File: src/rtl/score_text_writer_if.sv
// Request side (score/update/busy/done) and text-RAM write side of the score
// text writer, bundled so game logic, writer and RAM share one connection.
interface score_text_writer_if #(
  parameter int BIN_W  = 17,
  parameter int ADDR_W = 8
);
  logic [BIN_W-1:0]  score;
  logic              update;
  logic [7:0]        data_In;
  logic [ADDR_W-1:0] write_address;
  logic              we;
  logic              busy;
  logic              done;

  modport master (
    output score, update,
    input  data_In, write_address, we, busy, done
  );

  modport slave (
    input  score, update,
    output data_In, write_address, we, busy, done
  );
endinterface

File: src/rtl/score_text_writer.sv
// Renders "SCORE " plus a blank-padded decimal score into the HUD text RAM,
// converting binary to BCD with an iterative shift-and-add-3.
module score_text_writer #(
  parameter int BIN_W      = 17,
  parameter int NUM_DIGITS = 5,
  parameter int ROW        = 0,
  parameter int COL        = 0,
  parameter int ADDR_W     = 8
) (
  input  logic                Clk,
  input  logic                Reset,
  score_text_writer_if.slave  bus
);

  localparam int L      = 6 + NUM_DIGITS;
  localparam int BCD_W  = 4 * NUM_DIGITS;
  localparam int BASE   = ROW * 80 + COL;
  localparam int CNT_W  = $clog2((BIN_W > L ? BIN_W : L) + 1);
  localparam logic [47:0] LABEL = "SCORE ";

  function automatic logic [63:0] pow10(input int n);
    logic [63:0] r;
    r = 64'd1;
    for (int k = 0; k < n; k++) r = r * 64'd10;
    return r;
  endfunction

  localparam logic [63:0] SAT_LIMIT = pow10(NUM_DIGITS);

  typedef enum logic [2:0] {START, IDLE, CONVERT, WRITE, FINISH} state_t;

  state_t             state_reg;
  logic               pending_reg;
  logic               sat_reg;
  logic               nz_reg;
  logic [BIN_W-1:0]   bin_reg;
  logic [BCD_W-1:0]   bcd_reg;
  logic [CNT_W-1:0]   cnt_reg;
  logic [BCD_W-1:0]   bcd_adj;
  logic [3:0]         cur_nib;
  logic               digit_blank;
  logic [7:0]         char_next;

  genvar gi;
  generate
    for (gi = 0; gi < NUM_DIGITS; gi++) begin : g_dabble
      assign bcd_adj[gi*4 +: 4] = (bcd_reg[gi*4 +: 4] >= 4'd5) ?
                                  bcd_reg[gi*4 +: 4] + 4'd3 : bcd_reg[gi*4 +: 4];
    end
  endgenerate

  // During WRITE the BCD register shifts left one nibble per digit, so the
  // digit being emitted is always the top nibble.
  always_comb begin
    cur_nib     = sat_reg ? 4'd9 : bcd_reg[BCD_W-1 -: 4];
    digit_blank = (cur_nib == 4'd0) && !nz_reg && (cnt_reg != CNT_W'(L - 1));
    if (cnt_reg < CNT_W'(6))
      char_next = LABEL[8*(5 - int'(cnt_reg)) +: 8];
    else if (digit_blank)
      char_next = 8'h20;
    else
      char_next = {4'h3, cur_nib};
  end

  always_ff @(posedge Clk or posedge Reset) begin
    if (Reset) begin
      state_reg         <= START;
      pending_reg       <= 1'b0;
      sat_reg           <= 1'b0;
      nz_reg            <= 1'b0;
      bin_reg           <= '0;
      bcd_reg           <= '0;
      cnt_reg           <= '0;
      bus.we            <= 1'b0;
      bus.busy          <= 1'b0;
      bus.done          <= 1'b0;
      bus.data_In       <= '0;
      bus.write_address <= '0;
    end else begin
      case (state_reg)
        START, IDLE: begin
          bus.done <= 1'b0;
          bus.we   <= 1'b0;
          if (state_reg == START || bus.update || pending_reg) begin
            bin_reg     <= bus.score;
            bcd_reg     <= '0;
            sat_reg     <= (64'(bus.score) >= SAT_LIMIT);
            nz_reg      <= 1'b0;
            cnt_reg     <= '0;
            pending_reg <= 1'b0;
            bus.busy    <= 1'b1;
            state_reg   <= CONVERT;
          end
        end
        CONVERT: begin
          if (bus.update) pending_reg <= 1'b1;
          bcd_reg <= (bcd_adj << 1) | BCD_W'(bin_reg[BIN_W-1]);
          bin_reg <= bin_reg << 1;
          if (cnt_reg == CNT_W'(BIN_W - 1)) begin
            cnt_reg   <= '0;
            state_reg <= WRITE;
          end else begin
            cnt_reg <= cnt_reg + CNT_W'(1);
          end
        end
        WRITE: begin
          if (bus.update) pending_reg <= 1'b1;
          if (cnt_reg == CNT_W'(L)) begin
            bus.we    <= 1'b0;
            bus.done  <= 1'b1;
            bus.busy  <= 1'b0;
            state_reg <= FINISH;
          end else begin
            bus.we            <= 1'b1;
            bus.data_In       <= char_next;
            bus.write_address <= ADDR_W'(BASE) + ADDR_W'(cnt_reg);
            cnt_reg           <= cnt_reg + CNT_W'(1);
            if (cnt_reg >= CNT_W'(6)) begin
              bcd_reg <= bcd_reg << 4;
              if (cur_nib != 4'd0) nz_reg <= 1'b1;
            end
          end
        end
        FINISH: begin
          if (bus.update) pending_reg <= 1'b1;
          bus.done  <= 1'b0;
          state_reg <= IDLE;
        end
        default: state_reg <= IDLE;
      endcase
    end
  end

endmodule

File: src/flat_wrapper.sv
// flat-port wrapper written by rule: the top's interface ports become plain ports
module score_text_writer_flat 
#(
  parameter int BIN_W      = 17,
  parameter int NUM_DIGITS = 5,
  parameter int ROW        = 0,
  parameter int COL        = 0,
  parameter int ADDR_W     = 8
)
  (Clk, Reset, bus_score, bus_update, bus_data_In, bus_write_address, bus_we, bus_busy, bus_done);
  score_text_writer_if #(.BIN_W(BIN_W), .ADDR_W(ADDR_W)) bus_i ();
  input  logic Clk;
  input  logic Reset;
  input wire logic [$bits(bus_i.score)-1:0] bus_score;
  input wire logic [$bits(bus_i.update)-1:0] bus_update;
  output wire logic [$bits(bus_i.data_In)-1:0] bus_data_In;
  output wire logic [$bits(bus_i.write_address)-1:0] bus_write_address;
  output wire logic [$bits(bus_i.we)-1:0] bus_we;
  output wire logic [$bits(bus_i.busy)-1:0] bus_busy;
  output wire logic [$bits(bus_i.done)-1:0] bus_done;
  assign bus_i.score = bus_score;
  assign bus_i.update = bus_update;
  assign bus_data_In = bus_i.data_In;
  assign bus_write_address = bus_i.write_address;
  assign bus_we = bus_i.we;
  assign bus_busy = bus_i.busy;
  assign bus_done = bus_i.done;
  score_text_writer #(.BIN_W(BIN_W), .NUM_DIGITS(NUM_DIGITS), .ROW(ROW), .COL(COL), .ADDR_W(ADDR_W)) u_core (.Clk(Clk), .Reset(Reset), .bus(bus_i));
endmodule
File: config.mk
export PLATFORM = sky130hd
export DESIGN_NAME = score_text_writer_flat
export DESIGN_NICKNAME = d
export VERILOG_FILES = /design/src/rtl/score_text_writer_if.sv /design/src/rtl/score_text_writer.sv /design/src/flat_wrapper.sv
export SDC_FILE = /design/constraint.sdc
export NUM_CORES = 1
export LEC_CHECK = 0
export ABC_CLOCK_PERIOD_IN_PS = 4650
export CAP_MARGIN = 20
export CORE_ASPECT_RATIO = 1.75
export CORE_MARGIN = 2
export CORE_UTILIZATION = 50
export CTS_BUF_LIST = sky130_fd_sc_hd__clkbuf_4 sky130_fd_sc_hd__clkbuf_8 sky130_fd_sc_hd__clkbuf_16
export DETAILED_ROUTE_END_ITERATION = 8
export GPL_ROUTABILITY_DRIVEN = 0
export PLACE_DENSITY = 0.7
export SLEW_MARGIN = 20
export SYNTH_ARGS = -nofsm -noshare
export SYNTH_HDL_FRONTEND = slang
export SYNTH_SLANG_ARGS = --single-unit
File: constraint.sdc
create_clock -name Clk -period 4.65 [get_ports Clk]
set_input_delay 0.6975 -clock Clk [delete_from_list [all_inputs] [get_ports Clk]]
set_output_delay 0.6975 -clock Clk [all_outputs]
set_load 0.005 [all_outputs]
-- After elaboration in Yosys (flattened, before gate mapping)
Cells that the tools add are included.
- bitwise operators: 2
- mux-type cells: 36
- reduce and logical (&&, ||, !) cells: 26
- add/sub/neg operators: 7
- $lt $le $gt $ge: 8
- eq/ne operators: 14
- shift operators: 1
- operator list (kind ; number):
    $mux W20 ; 3
    $pmux W20 S3 ; 1
    $shiftx A48 B32 Y8 const A ; 1
    $pmux W17 S2 ; 1
    $ge A4 B3 Y1 const B ; 5
    $mux W4 ; 5
    $mux W5 ; 4
    $or A20 B1 Y20 ; 1
    $ge A17 B17 Y1 const B ; 1
    $mux W17 ; 1
    $add A4 B2 Y4 const B ; 4
    $pmux W5 S3 ; 1
    $mux W3 ; 4
    $ne A2 B1 Y1 const B ; 6
    $reduce_and A3 Y1 ; 4
    $pmux W1 S2 ; 5
    $mux W1 ; 9
    $pmux W3 S3 ; 1
    $mux W8 ; 1
    $reduce_and A2 Y1 ; 4
    $reduce_bool A2 Y1 ; 4
    $eq A3 B2 Y1 const B ; 2
    $reduce_or A3 Y1 ; 2
    $sub A3 B5 Y6 const A ; 1
    21 further kinds ; 23
- register bits after elaboration: 64
- output and inout port bits: 19
- word-level logic and storage cells: 106
- input port bits: 20

-- Longest topological paths before layout
Gate-level depths: netlist of the first run.
- depth in word-level cells: 6
- depth in mapped cells: 9
- depth with buffers taken out: 6

-- Worst setup path before layout of the first run
No wires, ideal clock.
- kind: reg-to-reg
- start: reg u_core.cnt_reg[0]
- end: reg u_core.bcd_reg[4]
- arrival: 2.073 ns
- data required time: 4.525 ns
- period minus slack after synthesis: 2.198 ns
- path slack: 2.452 ns
- cell stages (with the launch flop): 9
- setup time: 0.125 ns
- path buffers: 2
- cells stage by stage: dfrtp_1 > clkbuf_1 > inv_1 > ha_1 > a2111o_1 > a21o_1 > and2_0 > buf_2 > mux2_4
- longest elaborated chain between the ends: 3
- elaborated cells on any way between the ends: 5
- classes of those cells: 1 x order compare; 3 x eq/ne; 1 x reduce/logical
- ends and longest elaborated chain (item ; line ; RTL):
    start: declaration ; score_text_writer.sv:38 ; logic [CNT_W-1:0] cnt_reg;
    start signal: assignment ; score_text_writer.sv:103 ; cnt_reg <= cnt_reg + CNT_W'(1);
    start signal: assignment ; score_text_writer.sv:117 ; cnt_reg <= cnt_reg + CNT_W'(1);
    $ge A5 B3 Y1 / $eq A5 B4 Y1 (equally long branches) ; score_text_writer.sv:118, score_text_writer.sv:108 ;
    $ne A2 B1 Y1 (no source line) / $ne A2 B2 Y1 (equally long branches) ; - ;
    $reduce_and A4 Y1 (no source line) * ; - ;
    end signal: assignment ; score_text_writer.sv:97 ; bcd_reg <= (bcd_adj << 1) | BCD_W'(bin_reg[BIN_W-1]);
    end signal: assignment ; score_text_writer.sv:119 ; bcd_reg <= bcd_reg << 4;
    end: declaration ; score_text_writer.sv:37 ; logic [BCD_W-1:0] bcd_reg;
Every way passes the cells marked *; elsewhere a longest branch is shown, timed or not.
A chain may end at the register's enable or synchronous reset.

-- Worst setup path in the final report of the first run
- start: reg u_core.cnt_reg[1]
- end: reg u_core.bcd_reg[4]
The elaborated chain is that of the path after synthesis.

==> results of run 1 <==
cell usage after synthesis, types with 7 or more instances:
library cell	instances
mux2i_1	27
buf_2	7
nor2_1	23
nand2b_1	8
ha_1	15
o21ai_1	16
clkbuf_1	15
a21oi_1	24
nand2_1	45
a31oi_1	12
o21ai_0	26
inv_1	18
dfrtp_1	63
layer usage:
metal | share of wire (%) | global-route usage (%) | up-vias
met5 | 0 | 0 | -
met1 | 40 | 26.14 | 1453
met4 | 2.0 | 10.40 | 0
li1 | - | - | 1434
met3 | 3.4 | 5.258 | 11
met2 | 55 | 39.10 | 65
path summary, 6_finish.rpt:
check / from / to / cells past startpoint
setup / recovery: u_core.cnt_reg[1] / u_core.bcd_reg[4] / 5
hold / removal: u_core.bus.data_In[1] / u_core.bus.data_In[1] / 2
setup reg to reg: u_core.cnt_reg[1] / u_core.bcd_reg[4] / 5
hold reg to reg: u_core.bus.data_In[1] / u_core.bus.data_In[1] / 2
max in group asynchronous: Reset / u_core.bcd_reg[8] / 3
min in group asynchronous: Reset / u_core.bus.busy / 2
power by group:
| part | internal, mW | switching [mW] |
|---|---|---|
| combinational | 0.615 | 0.734 |
| clock | 0.418 | 0.224 |
| sequential | 0.777 | 0.244 |
| total | 1.81 | 1.20 |
worst max-delay path: stages, from the launching register on:
cell and delay [ns]:
dfrtp_1 0.54, ha_1 0.33, nand4bb_1 0.30, a21o_1 0.51, and2_0 0.68, mux2_4 0.35
cell families after synthesis:
kind of cell	after synthesis	share of synthesized area [%]
adder cells (fa/ha/maj)	15	5.135
flip-flops	63	43.14
XOR/XNOR	5	1.198
buffers and inverters	48	6.196
AO/OA/AOI/OAI	116	20.16
other	1	0.1026
multiplexers	29	8.114
AND/OR/NAND/NOR	112	15.95
layout make-up:
| class | instances | area (um2) |
|---|---|---|
| clock buffer | 14 | 287.8 |
| fill | 620 | 2859 |
| inverter | 18 | 67.56 |
| timing repair buffer | 37 | 362.8 |
| tap | 86 | 107.6 |
| sequential | 63 | 1577 |
| multi-input combinational | 281 | 1869 |
metrics by stage:
step                      cell area [um2]  std cells  setup slack (ns)
after floorplan                      3666        392             2.383
after global placement               3984        485             1.691
after detailed placement             3984        485             1.665
after CTS                            4272        499             1.865
after global routing                 4272        499             1.637
final                                4272        499             1.810
==> Flow_metrics.wiki, run 1 <==
{| class="wikitable"
! Metric !! Value
|-
| Leakage || 1.969 nW
|-
| Max H-tree Level || 3
|-
| Total global routing track utilization || 22.77%
|-
| Remaining DRCs || 0
|-
| Global-route wire length before repair || 13690 um
|-
| Sequential element share of the synthesized area || 43.14%
|-
| Worst IR Drop VDD || 0.3314 mV
|-
| Data required time of the critical path || 4.86 ns
|-
| Port-buffer cells || 34
|-
| Iteration count of the initial detailed-routing pass || 4
|-
| Maximum number of pins on one net before global-route repair || 44
|-
| Count of instances resized after the clock tree is built || 0
|-
| Sum of internal, switching and leakage power || 3.011 mW
|-
| Initial DRC count || 231
|-
| Area overhead of the layout relative to synthesis || 16.88%
|-
| Post-CTS setup buffer count || 0
|-
| Final design utilization || 59.91%
|-
| Number of buffers added to fix hold violations after cts || 0
|-
| Post-synthesis register bit count || 63
|-
| Number of max-capacitance violations reported || 0
|-
| Number of global-route vias before repair || 2849
|-
| Top library cells by usage in the layout, fill and taps aside || 63 x dfrtp_1, 45 x nand2_1, 34 x clkdlybuf4s50_1
|-
| GRT overflow || 0
|-
| Total Die Area || 8037 um2
|-
| Summed instance area of the synthesized netlist || 3655 um2
|-
| Final slew viol count || 0
|-
| Yosys top cell by area || dfrtp_1
|-
| Root Driver || clkbuf_16
|-
| Warnings, synthesis || 0
|-
| Share of the synthesized area in the top cell type || 43.14%
|-
| Yosys cell types || 56
|-
| Internal reg-to-reg setup slack || 1.81 ns
|-
| Total half-perimeter wirelength after legalization and detailed placement || 5720 um
|-
| Setup repair after global routing missed its margin || false
|-
| Outcome || complete, no violations
|-
| Number of clock sinks seen by CTS || 63
|-
| Initial Util || 51.25%
|-
| Total of endpoints with negative setup slack in the final report || 0
|-
| Die height || 117.1 um
|-
| Time the final worst path needs with I/O delays and setup || 2.840 ns
|-
| Most frequent standard cell in the layout excluding fill and tap cells || dfrtp_1
|-
| Routed wire length || 8107 um
|-
| Max reg flops || 20
|-
| Number of hold violations in the final report || 0
|-
| Initial antenna violation count || 0
|-
| FMAX || 352.1 MHz
|-
| Final worst hold slack || 0.4724 ns
|-
| Net count reported at finish || 445
|-
| Cell count after synthesis || 389
|-
| Critical path fanouts, max || 18
|-
| Number of vias after detailed routing || 2963
|-
| Routed WL per cell || 16.25 um
|-
| Antenna-violating nets left || 0
|-
| Buffer levels on the longest clock path || 2
|-
| Die W || 68.63 um
|-
| Cell Rows || 41
|-
| Layout cell share with drive strength beyond 1 || 6.295%
|-
| Hold Crit Class || reg2reg
|-
| Total negative setup slack || 0 ns
|-
| Path type of the worst setup path || reg2reg
|-
| Final cycle utilization of the critical path || 61.08%
|-
| Worst clock skew || 0.006833 ns
|-
| Power per cell area || 705.0 nW/um2
|-
| Worst slew slack as a fraction of its limit || 30.43%
|-
| Number of enable flip-flop cells after synthesis || 0
|-
| Type of element capturing the critical path || register
|-
| Arr. time, crit path || 3.05 ns
|-
| Worst Tran Pin Value || 1.044 ns
|-
| Vias per std cell || 5.938
|-
| CTS tree || done
|-
| Insertion delay to the later sink of the worst-skew pair || 0.33 ns
|-
| Number of antenna diodes || 0
|-
| Core region area || 7131 um2
|-
| Post-Syn Area per Cell || 9.395 um2
|-
| Most used DFF post-synth || dfrtp_1
|-
| Top-level I/O count || 39
|-
| Startpoint class of the critical path || register
|-
| Number of buffers created by CTS || 9
|-
| Share of flip-flops with an asynchronous set or reset after synthesis || 100.0%
|-
| Biggest area contributors in the synthesized netlist || dfrtp_1 43%, mux2i_1 7.4%, ha_1 5.1%, nand2_1 4.6%, o21ai_0 3.6%
|-
| Register clock-pin slew on the reported worst setup and hold paths || 0.05 ns
|}
(Power assumes the default switching activity.)
==> inputs of run 2 (changes only) <==
Settings changed: ABC_CLOCK_PERIOD_IN_PS 4650 to 2500, PLACE_DENSITY 0.7 to 0.73.
Clock period 4.65 ns to 2.5 ns, I/O delays scaled along.
==> run 2 against run 1 <==
Against the previous run:
- register-to-register slack got worse by 1.5 ns
- clock skew fell by 0.0035 ns
- fmax rose by 30%
- cell count rose by 2.2%
- die area did not move
- final area rose by 3.1%
- combinational power rose by 99%
==> Flow_metrics.wiki, run 2 (synthesis gave the netlist of run 1 again) <==
{| class="wikitable"
! Metric !! Value
|-
| Outcome || complete, no violations
|-
| Number of buffers created by CTS || 9
|-
| Least setup slack across all paths after layout || 0.3214 ns
|-
| Worst IR Drop VDD || 0.6280 mV
|-
| Total Die Area || 8037 um2
|-
| Top library cells by usage in the layout, fill and taps aside || 63 x dfrtp_1, 45 x nand2_1, 34 x clkdlybuf4s50_1
|-
| Total half-perimeter wirelength after legalization and detailed placement || 5894 um
|-
| Vias per std cell || 5.949
|-
| Critical path fanouts, max || 14
|-
| Leakage || 2.042 nW
|-
| Final slew viol count || 0
|-
| Flop pwr share || 32.3%
|-
| Number of vias after detailed routing || 3034
|-
| Routed WL per cell || 16.77 um
|-
| Worst R2R Start || u_core.cnt_reg[1]
|-
| Maximum number of pins on one net before global-route repair || 64
|-
| Worst slew slack as a fraction of its limit || 48.69%
|-
| Hold Crit Class || in2async
|-
| Number of global-route vias before repair || 2971
|-
| Type of element capturing the critical path || register
|-
| Number of clock sinks seen by CTS || 63
|-
| Worst Tran Pin Value || 0.7696 ns
|-
| GRT overflow || 0
|-
| Max reg flops || 20
|-
| Initial Util || 51.25%
|-
| Startpoint class of the critical path || register
|-
| Buffer levels on the longest clock path || 2
|-
| Cell Rows || 41
|-
| CTS tree || done
|-
| Psw || 2.321 mW
|-
| Port-buffer cells || 34
|-
| Post-CTS setup buffer count || 0
|-
| Power per cell area || 1333 nW/um2
|-
| Clock Power Share || 22.1%
|-
| Global-route wire length before repair || 14210 um
|-
| Final cycle utilization of the critical path || 87.14%
|-
| Die height || 117.1 um
|-
| Register clock-pin slew on the reported worst setup and hold paths || 0.05 ns
|-
| Logic pwr share || 45.7%
|-
| Total global routing track utilization || 23.84%
|-
| Area taken by multi-input logic gates || 1869 um2
|-
| Setup repair after global routing missed its margin || false
|-
| Internal power || 3.549 mW
|-
| FILL cells || 623
|-
| Final design utilization || 61.75%
|-
| Max H-tree Level || 3
|-
| FMAX || 459.0 MHz
|-
| Iteration count of the initial detailed-routing pass || 5
|-
| Switching share of power || 39.54%
|-
| Worst setup path startpoint || u_core.cnt_reg[1]
|-
| Sum of internal, switching and leakage power || 5.871 mW
|-
| Number of antenna diodes || 0
|-
| Count of instances resized after the clock tree is built || 0
|-
| Insertion delay to the later sink of the worst-skew pair || 0.33 ns
|-
| Time the final worst path needs with I/O delays and setup || 2.179 ns
|-
| Net count reported at finish || 454
|-
| Worst clock skew || 0.003322 ns
|-
| Antenna-violating nets left || 0
|-
| Crit-path max cell delay || 0.61 ns
|-
| Arr. time, crit path || 2.41 ns
|-
| Number of hold violations in the final report || 0
|-
| Data required time of the critical path || 2.74 ns
|-
| Layout cell share with drive strength beyond 1 || 8.726%
|-
| Number of buffers added to fix hold violations after cts || 0
|-
| Remaining DRCs || 0
|-
| Path type of the worst setup path || reg2reg
|-
| Chain of cells forming the critical path || ha_1 -> nand4bb_1 -> a21o_1 -> and2_0 -> buf_4 -> o22ai_1
|-
| Initial DRC count || 274
|-
| Total of endpoints with negative setup slack in the final report || 0
|-
| Internal reg-to-reg setup slack || 0.32 ns
|-
| Post-Place Worst Slack || 0.3782 ns
|-
| Critical Path Slowest Stage Cell || dfrtp_1
|-
| Core region area || 7131 um2
|-
| Root Driver || clkbuf_16
|-
| Most frequent standard cell in the layout excluding fill and tap cells || dfrtp_1
|-
| Total negative setup slack || 0 ns
|-
| Initial antenna violation count || 0
|-
| Area overhead of the layout relative to synthesis || 20.47%
|-
| Die W || 68.63 um
|-
| Routed wire length || 8552 um
|-
| Number of max-capacitance violations reported || 0
|-
| Area used by sequential logic in the layout || 1577 um2
|-
| Top-level I/O count || 39
|}
run 2: cell types whose count changed in the layout (fill, tap and decap cells not counted), sizes merged:
cell    before  now
clkinv       0    2
buf          3   12
clkbuf      14   13
bufinv       0    1
run 2: area by class of cell:
| type | count | area share (%) |
|---|---|---|
| Clock inverter | 3 | 0.9093 |
| Tap cell | 86 | 2.444 |
| Sequential cell | 63 | 35.81 |
| Multi-Input combinational cell | 281 | 42.46 |
| Timing Repair Buffer | 46 | 10.63 |
| Clock buffer | 13 | 6.223 |
| Inverter | 18 | 1.535 |
run 2: metrics by stage:
stage	cell area (um2)	hold WS, ns	cells
CTS	4403	0.4522	510
floorplan	3666	0.4494	392
detailed placement	4089	0.4738	494
finish	4403	0.4247	510
global route	4403	0.4538	510
global placement	4089	0.4604	494
run 2: layer usage:
| metal | vias up | wire length, um | part of all wire [%] | track usage, % |
|---|---|---|---|---|
| met5 | - | 0 | 0 | 0 |
| met4 | 0 | 206 | 2.4 | 10.00 |
| met3 | 17 | 297 | 3.5 | 5.927 |
| met2 | 77 | 4797 | 56 | 41.47 |
| met1 | 1493 | 3250 | 38 | 26.99 |
| li1 | 1447 | - | - | - |
run 2: path summary, 6_finish.rpt:
| check | endpoint | cells after the start |
|---|---|---|
| min in group Clk | u_core.bus.data_In[0] | 2 |
| max in group asynchronous | u_core.bcd_reg[15] | 3 |
| min | u_core.pending_reg | 3 |
| max | u_core.bcd_reg[1] | 6 |
| min reg2reg | u_core.bus.data_In[0] | 2 |
| max reg2reg | u_core.bcd_reg[1] | 6 |
run 2: power by group through the flow:
stage          Clock (mW)  Combinational, mW  Sequential (mW)
5_1_grt              1.36               3.01             1.95
2_1_floorplan           0               2.02             1.71
4_1_cts              1.31               2.69             1.89
6_report             1.30               2.68             1.89
3_5_place_dp            0               2.66             1.89
3_3_place_gp            0               2.57             1.88
run 2: worst max-delay path, delay by kind of cell, from the launching register on:
family / cells / cell delay, ns
compound gates: 2 / 0.42
fa+ha+maj: 1 / 0.32
buf+inv: 1 / 0.22
flops: 1 / 0.61
simple gates: 2 / 0.51
==> inputs of run 3 (changes only) <==
Settings changed: ABC_CLOCK_PERIOD_IN_PS 2500 to 2290, PLACE_DENSITY 0.73 to 0.7.
Clock period 2.5 ns to 2.29 ns, I/O delays scaled along.
==> run 3 against run 2 <==
Against the previous run:
- non-clock buffer count up 6
- global-route usage shrank 0.76 points
- final area increased by 0.40%
- sequential share of layout area decreased by 0.14 points
- utilization rose by 0.25 points
- critical path depth unchanged
- routed wire length is 3.1% lower
- die area unchanged
- combinational power up 11%
- worst setup slack improved by 0.016 ns
- first-iteration DRC count shrank 45%
- largest power group unchanged
==> Flow_metrics.wiki, run 3 (synthesis gave the netlist of run 1 again) <==
{| class="wikitable"
! Metric !! Value
|-
| Outcome || complete, no violations
|-
| Initial Util || 51.25%
|-
| Crit-path max cell delay || 0.42 ns
|-
| Final design utilization || 61.99%
|-
| Number of global-route vias before repair || 3032
|-
| Setup repair after global routing missed its margin || false
|-
| CTS tree || done
|-
| Total Die Area || 8037 um2
|-
| Routed length on met2 || 4589 um
|-
| Cells on worst reg2reg path || 6
|-
| Insertion delay to the later sink of the worst-skew pair || 0.33 ns
|-
| Number of max-capacitance violations reported || 0
|-
| Max H-tree Level || 3
|-
| Final worst hold slack || 0.3580 ns
|-
| Leakage || 2.050 nW
|-
| Power per cell area || 1441 nW/um2
|-
| Critical Path Slowest Stage Cell || a211oi_2
|-
| Routed wire length || 8291 um
|-
| Critical path fanouts, max || 7
|-
| Number of clock sinks seen by CTS || 63
|-
| Total negative setup slack || 0 ns
|-
| Total global routing track utilization || 23.08%
|-
| Cell Rows || 41
|-
| Wire length on met3 || 197 um
|-
| Maximum number of pins on one net before global-route repair || 43
|-
| Final slew viol count || 0
|-
| Global-route wire length before repair || 13800 um
|-
| Initial DRC count || 152
|-
| Buffer levels on the longest clock path || 2
|-
| Number of buffers created by CTS || 9
|-
| Layout cell share with drive strength beyond 1 || 10.00%
|-
| Total of endpoints with negative setup slack in the final report || 0
|-
| Register clock-pin slew on the reported worst setup and hold paths || 0.06 ns
|-
| Number of hold violations in the final report || 0
|-
| Iteration count of the initial detailed-routing pass || 4
|-
| Chain of cells forming the critical path || buf_4 -> ha_1 -> and4bb_2 -> a211oi_2 -> mux2i_1 -> nor2_1
|-
| Startpoint class of the critical path || register
|-
| Top-level I/O count || 39
|-
| Max reg flops || 20
|-
| Post-CTS setup buffer count || 0
|-
| Post-Place Worst Slack || 0.2480 ns
|-
| Time the final worst path needs with I/O delays and setup || 1.953 ns
|-
| Worst clock skew || 0.005526 ns
|-
| Data required time of the critical path || 2.51 ns
|-
| Antenna-violating nets left || 0
|-
| Area overhead of the layout relative to synthesis || 20.95%
|-
| Number of buffers added to fix hold violations after cts || 0
|-
| Hold Crit Class || in2async
|-
| Initial antenna violation count || 0
|-
| GRT overflow || 0
|-
| Net count reported at finish || 460
|-
| Number of non-filler instances in the completed layout || 516
|-
| Worst IR Drop VDD || 0.6098 mV
|-
| Root Driver || clkbuf_16
|-
| Placed cell count || 500
|-
| Vias per std cell || 5.797
|-
| Least setup slack across all paths after layout || 0.3374 ns
|-
| Worst slew slack as a fraction of its limit || 51.67%
|-
| Core region area || 7131 um2
|-
| Most frequent standard cell in the layout excluding fill and tap cells || dfrtp_1
|-
| Sum of internal, switching and leakage power || 6.369 mW
|-
| Number of vias after detailed routing || 2991
|-
| Type of element capturing the critical path || register
|-
| Internal reg-to-reg setup slack || 0.34 ns
|-
| Final cycle utilization of the critical path || 85.27%
|-
| Highest signal layer in the routed design || met4
|-
| Remaining DRCs || 0
|-
| Post-DP Area || 4121 um2
|-
| Die height || 117.1 um
|-
| Routed WL per cell || 16.07 um
|-
| Total half-perimeter wirelength after legalization and detailed placement || 5909 um
|-
| Count of instances resized after the clock tree is built || 0
|-
| WL met1 || 3239 um
|-
| Die W || 68.63 um
|-
| Arr. time, crit path || 2.17 ns
|-
| Number of antenna diodes || 0
|-
| FMAX || 512.1 MHz
|-
| Worst R2R Start || u_core.cnt_reg[0]
|-
| Path type of the worst setup path || reg2reg
|-
| Port-buffer cells || 34
|-
| Top library cells by usage in the layout, fill and taps aside || 63 x dfrtp_1, 45 x nand2_1, 34 x clkdlybuf4s50_1
|-
| Worst Tran Pin Value || 0.7249 ns
|-
| Final non-filler cell area || 4420 um2
|-
| Worst r2r dst || u_core.cnt_reg[1]
|}
[run 3: cell count changes in the layout (fill, tap and decap cells not counted), sizes merged]
cell / before / now
buf: 12 / 18
clkbuf: 13 / 10
clkinv: 2 / 3
clkinvlp: 0 / 2
[run 3: layer usage]
metal / vias up / global-route usage (%)
met2: 55 / 42.88
met3: 19 / 3.633
met4: 0 / 12.40
met1: 1454 / 23.56
li1: 1463 / -
met5: - / 0
[run 3: cell type report]
class,count,area (um2)
multi-input cells,281,1869
well taps,86,107.6
clock buffers,10,239.0
clock inverters,6,60.06
flip-flops and latches,63,1577
repair buffers,52,500.5
fillers,630,2710
inverters,18,67.56
[run 3: critical path, delay by kind of cell (launching register included)]
kind	cells	cell delay (ns)
compound gates	1	0.42
fa+ha+maj	1	0.27
buf+inv	1	0.17
flops	1	0.37
mux	1	0.23
simple gates	2	0.37
[run 3: worst max-delay path by stage]
stage | startpoint | end | slack (ns)
floorplan | u_core.cnt_reg[0] | u_core.bcd_reg[4] | 0.09
global placement | bus_update | u_core.bcd_reg[2] | 0.29
detailed placement | bus_update | u_core.bcd_reg[2] | 0.25
CTS | u_core.cnt_reg[0] | u_core.cnt_reg[1] | 0.34
global route | u_core.state_reg[0] | u_core.bcd_reg[19] | 0.20
finish | u_core.cnt_reg[0] | u_core.cnt_reg[1] | 0.34
[run 3: power breakdown]
group	internal, mW	total (mW)	switching (mW)
combinational	1.39	2.97	1.58
clock	0.865	1.37	0.510
sequential	1.58	2.02	0.442
